[src/rtl/cp0_except_unit.sv]
// CP0 exception/interrupt unit: BadVAddr, Count, Compare, Status, Cause and EPC with MEM-stage exception commit.
// Optional timer (Count/Compare/TI) is enabled by defining CP0_TIMER_EN.
module cp0_except_unit #(
    parameter logic [31:0] EXC_VECTOR = 32'hBFC0_0380
) (
    input  logic        clk,
    input  logic        resetn,
    input  logic [8:0]  mem_except,
    input  logic        mem_valid,
    input  logic [31:0] mem_pc,
    input  logic [31:0] mem_badvaddr,
    input  logic        mem_in_delay_slot,
    input  logic [5:0]  ext_int,
    input  logic        cp0_we,
    input  logic [4:0]  cp0_waddr,
    input  logic [31:0] cp0_wdata,
    input  logic [4:0]  cp0_raddr,
    output logic [31:0] cp0_rdata,
    output logic        flush,
    output logic [31:0] flush_pc,
    output logic        int_pending
);

    logic [31:0] badvaddr, epc;
    logic [7:0]  status_im;
    logic        status_exl, status_ie;
    logic        cause_bd, cause_ti;
    logic [5:0]  cause_ip_hw;
    logic [1:0]  cause_ip_sw;
    logic [4:0]  cause_exc;
    logic [31:0] status_rd, cause_rd, count_rd, compare_rd;

    logic        exc_taken, eret_taken, sel_if, sel_dmem;
    logic [4:0]  exc_code;

    assign status_rd = {9'b0, 1'b1, 6'b0, status_im, 6'b0, status_exl, status_ie};
    assign cause_rd  = {cause_bd, cause_ti, 14'b0, cause_ip_hw, cause_ip_sw, 1'b0, cause_exc, 2'b00};

    // Eret is excluded from the exception set so any real fault beside it wins.
    assign exc_taken  = mem_valid & (|(mem_except & 9'h1F7));
    assign eret_taken = mem_valid & mem_except[3] & ~exc_taken;

    assign flush       = resetn & (exc_taken | eret_taken);
    assign flush_pc    = exc_taken ? EXC_VECTOR : epc;
    assign int_pending = resetn & (|({cause_ip_hw, cause_ip_sw} & status_im)) & status_ie & ~status_exl;

    always_comb begin
        exc_code = 5'h00;
        sel_if   = 1'b0;
        sel_dmem = 1'b0;
        if (mem_except[8])      exc_code = 5'h00;
        else if (mem_except[7]) begin exc_code = 5'h04; sel_if = 1'b1; end
        else if (mem_except[6]) exc_code = 5'h0A;
        else if (mem_except[0]) exc_code = 5'h0C;
        else if (mem_except[5]) exc_code = 5'h08;
        else if (mem_except[4]) exc_code = 5'h09;
        else if (mem_except[1]) begin exc_code = 5'h04; sel_dmem = 1'b1; end
        else if (mem_except[2]) begin exc_code = 5'h05; sel_dmem = 1'b1; end
    end

    always_ff @(posedge clk) begin
        if (!resetn) begin
            badvaddr    <= '0;
            epc         <= '0;
            status_im   <= '0;
            status_exl  <= 1'b0;
            status_ie   <= 1'b0;
            cause_bd    <= 1'b0;
            cause_ip_hw <= '0;
            cause_ip_sw <= '0;
            cause_exc   <= '0;
        end else begin
            cause_ip_hw <= {ext_int[5] | cause_ti, ext_int[4:0]};
            if (cp0_we) begin
                case (cp0_waddr)
                    5'd12: begin
                        // IE is kept writable since the interrupt gate depends on it.
                        status_im  <= cp0_wdata[15:8];
                        status_exl <= cp0_wdata[1];
                        status_ie  <= cp0_wdata[0];
                    end
                    5'd13: cause_ip_sw <= cp0_wdata[9:8];
                    5'd14: epc         <= cp0_wdata;
                    default: ;
                endcase
            end
            // Placed after the MTC0 case so exception/Eret updates override a same-cycle write.
            if (exc_taken) begin
                status_exl <= 1'b1;
                cause_exc  <= exc_code;
                if (!status_exl) begin
                    epc      <= mem_in_delay_slot ? mem_pc - 32'd4 : mem_pc;
                    cause_bd <= mem_in_delay_slot;
                end
                if (sel_if)
                    badvaddr <= mem_pc;
                else if (sel_dmem)
                    badvaddr <= mem_badvaddr;
            end else if (eret_taken) begin
                status_exl <= 1'b0;
            end
        end
    end

`ifdef CP0_TIMER_EN
    logic [31:0] count, compare;
    logic        tick;

    always_ff @(posedge clk) begin
        if (!resetn) begin
            count    <= '0;
            compare  <= '0;
            tick     <= 1'b0;
            cause_ti <= 1'b0;
        end else begin
            if (cp0_we && cp0_waddr == 5'd9) begin
                count <= cp0_wdata;
                tick  <= 1'b0;
            end else begin
                tick <= ~tick;
                if (tick)
                    count <= count + 32'd1;
            end
            if (cp0_we && cp0_waddr == 5'd11) begin
                compare  <= cp0_wdata;
                cause_ti <= 1'b0;
            end else if (count == compare) begin
                cause_ti <= 1'b1;
            end
        end
    end

    assign count_rd   = count;
    assign compare_rd = compare;
`else
    assign count_rd   = '0;
    assign compare_rd = '0;
    assign cause_ti   = 1'b0;
`endif

    always_comb begin
        cp0_rdata = '0;
        case (cp0_raddr)
            5'd8:    cp0_rdata = badvaddr;
            5'd9:    cp0_rdata = count_rd;
            5'd11:   cp0_rdata = compare_rd;
            5'd12:   cp0_rdata = status_rd;
            5'd13:   cp0_rdata = cause_rd;
            5'd14:   cp0_rdata = epc;
            default: cp0_rdata = '0;
        endcase
    end

endmodule

[config.mk]
export PLATFORM = sky130hd
export DESIGN_NAME = cp0_except_unit
export DESIGN_NICKNAME = d
export VERILOG_FILES = /design/src/rtl/cp0_except_unit.sv
export SDC_FILE = /design/constraint.sdc
export NUM_CORES = 1
export LEC_CHECK = 0
export ABC_AREA = 1
export CAP_MARGIN = 25
export CORE_MARGIN = 8
export CORE_UTILIZATION = 51
export CTS_BUF_LIST = sky130_fd_sc_hd__clkbuf_2 sky130_fd_sc_hd__clkbuf_4 sky130_fd_sc_hd__clkbuf_8
export CTS_CLUSTER_DIAMETER = 200
export CTS_CLUSTER_SIZE = 16
export DETAILED_ROUTE_END_ITERATION = 10
export PLACE_DENSITY = 0.88
export REMOVE_ABC_BUFFERS = 1
export SYNTH_ARGS = -nofsm -noshare
export SYNTH_HDL_FRONTEND = slang
export SYNTH_SLANG_ARGS = --single-unit
[constraint.sdc]
create_clock -name clk -period 2.6 [get_ports clk]
set_clock_uncertainty 0.2 [all_clocks]
set_input_delay 0.39 -clock clk [delete_from_list [all_inputs] [get_ports clk]]
set_output_delay 0.39 -clock clk [all_outputs]
set_load 0.005 [all_outputs]
==> metrics.md <==
| Metric | Value |
|---|---|
| Outcome | `completed` |
| Syn Inst Count | `903` |
| Nets@finish | `1,238` |
| R2r setup slk | `1.11 ns` |
| Setup_tns | `0 ns` |
| Initial antenna violation count | `0` |
| Final non-filler cell total | `1,256` |
| Clock buffer depth | `2` |
| Initial Utilization | `51.5%` |
| Routed WL | `20,900 microns` |
| DRC Markers | `0` |
| Clock power frac | `31.0%` |
| Fin crit period | `2.55 ns` |
| Vias in the first global route | `6,539` |
| Fmax | `392 MHz` |
| R2R depth | `5` |
| Required time of the critical path | `2.01 ns` |
| Layout area overhead | `47.2%` |
| Worst hold path class | `flip-flop to flip-flop` |
| Synth unique cells | `32` |
| Crit Path Category | `input pin to primary output` |
| CP Launch Type | `input pin` |
| Die H | `120 microns` |
| Drt pass-1 iters | `7` |
| Comb pwr share | `24.9%` |
| Hold Path Cell Cnt | `2` |
| WL/cell | `16.6 microns` |
| Max cap viols | `0` |
| Int Power | `2.26 mW` |
| Reg-to-Reg End | `epc[27]` |
| CTS tree | `built` |
| WP data arrival | `1.96 ns` |
| Worst-Skew Late Latency | `0.37 ns` |
| Measured slew at the worst slew-check pin | `0.699 ns` |
| Flop pwr share | `44.1%` |
| Initial DRC count | `699` |
| Worst Hold End | `badvaddr[0]` |
| Maximum fanout along the worst path | `5` |
| First-pass GRT wire length | `33,300 microns` |
| Mapped cell area | `5490 sq um` |
| Sw Ratio | `30.5%` |
| CP Launch Point | `mem_except[5]` |
| TritonCTS buffer count | `9` |
| GRT overflow | `0` |
| #FFs+latches synth | `87` |
| Peak supply drop | `242 uV` |
| RD Place Congestion | `0.938` |
| Via count | `6,778` |
| Pins over their slew limit | `0` |
| Routed Antenna Nets | `0` |
| Clock Sinks | `87` |
| Port bufs | `191` |
| Clock root buffer | `clkbuf_8` |
| Share of layout cells above drive strength 1 | `9.50%` |
| Commonest non-fill, non-tap cell in the layout | `nand2_1` |
| Final Hold Viols | `0` |
| Crit. End Element | `primary output` |
| Final Power | `3.26 mW` |
| Chip Width | `120 microns` |
| Max-slew headroom | `53.4%` |
| Row cnt | `38` |
| Largest net degree at the start of global routing | `73` |
| Hold buffer count at cts | `0` |
| Post-synthesis sequential area ratio | `31.7%` |
| GRT Util Overall | `28.3%` |
| Total number of yosys warnings | `0` |
| Clk slew on worst S/H paths | `0.10 ns` |
| Core Region | `10,700 sq um` |
| Hpwl dp | `15,900 microns` |
| Inst Count DP | `1,227` |
| Leak | `3.90 nW` |
| Min-Delay Startpoint | `badvaddr[0]` |
| H-tree Lvls | `3` |
| Syn_area_per_cell | `6.08 sq um` |
| Net Sw Power | `0.995 mW` |
| IO Pins | `192` |
| Most frequent cells in the layout | `nand2_1 (183), inv_1 (147), clkdlybuf4s50_1 (118), nor2_1 (108), o21ai_0 (92)` |
| Die area | `14,300 sq um` |
| N_diodes | `0` |
| Final setup viols | `0` |
| Pwr/cell area | `403 nW/um^2` |
| Reg2reg start | `status_exl` |
| Vias per inst | `5.40` |
| Crit share post-route | `98.1%` |
[critical path, cell delays in order]
cell,delay (ns)
clkdlybuf4s50_1,0.43
nor2_2,0.13
nand2_2,0.08
nor3_4,0.24
nor2_4,0.08
inv_2,0.08
buf_12,0.10
buf_6,0.12
nand2_1,0.05
dlygate4sd2_1,0.27
[sequential cells by signal, indices dropped and copies added (netlist names)]
register,count
cause_exc,4
status_im,8
status_ie,1
cause_bd,1
epc,32
status_exl,1
badvaddr,32
cause_ip_hw,6
cause_ip_sw,2
[power groups by stage]
stage / logic, mW / registers (mW) / clock network (mW)
floorplan: 0.349 / 1.46 / 0
global placement: 0.788 / 1.46 / 0
detailed placement: 0.804 / 1.47 / 0
CTS: 0.793 / 1.44 / 1.01
global route: 0.894 / 1.45 / 1.07
finish: 0.811 / 1.44 / 1.01
[final cells by class]
type                       instances  area [sq um]
multi-input combinational        621          3030
fill                             879          2570
timing repair buffer             241          2360
sequential                        87          1740
inverter                         151           567
tap                              140           175
clock buffer                       9           124
clock inverter                     7          80.1
[per-stage QoR]
stage	hold WS (ns)	setup WS (ns)	instance area (sq um)	utilization, %
finish	0.261	0.0489	8080	75.8
global route	0.293	-0.0172	8080	75.8
CTS	0.259	-0.0949	7940	74.6
detailed placement	0.246	-0.305	7740	72.7
global placement	0.242	-0.220	7740	72.7
floorplan	0.225	-0.0501	5300	-
[how the worst max path moves through the flow]
stage	to	slack [ns]
floorplan	badvaddr[13]	-0.05
global placement	cp0_rdata[3]	-0.22
detailed placement	cp0_rdata[2]	-0.30
CTS	cp0_rdata[22]	-0.09
global route	cp0_rdata[14]	-0.02
finish	flush_pc[7]	0.05
[logic make-up after synthesis]
family          after synthesis  synth area share (%)
simple gates                363                  28.0
compound gates              242                  23.5
buf+inv                     195                  13.9
flops                        87                  31.7
xor+xnor                      8                  1.28
mux                           7                  1.44
fa+ha+maj                     1                 0.228
[synthesized netlist by cell type, drive strengths merged]
library cell	count	share of area, %
nand2	190	13
inv	151	10
o21ai	124	11
nor2	118	8.6
dfxtp	87	32
a21oi	78	7.1
clkbuf	28	1.9
nand3	28	2.6
o22ai	28	3.2
nand4	17	1.9
buf	16	1.6
nor3	8	1.2
o221ai	8	1.3
xor2	8	1.3
mux2	7	1.4
o211ai	2	0.27
ha	1	0.23
nor4	1	0.11
o211a	1	0.18
o31ai	1	0.14
or2	1	0.11
[routing by layer]
layer | wire [microns] | track usage (%)
met4 | 701 | 11.9
met3 | 1630 | 5.40
met2 | 10100 | 47.9
met1 | 8410 | 34.4
met5 | 0 | 0
[what timing repair did]
action,CTS,global route
endpoints found under the setup margin,65,20
setup buffers,5,8
cloned,0,0
gates resized for setup,89,21
pin swaps,3,8
No activity file was read; power rests on OpenSTA's default activity.
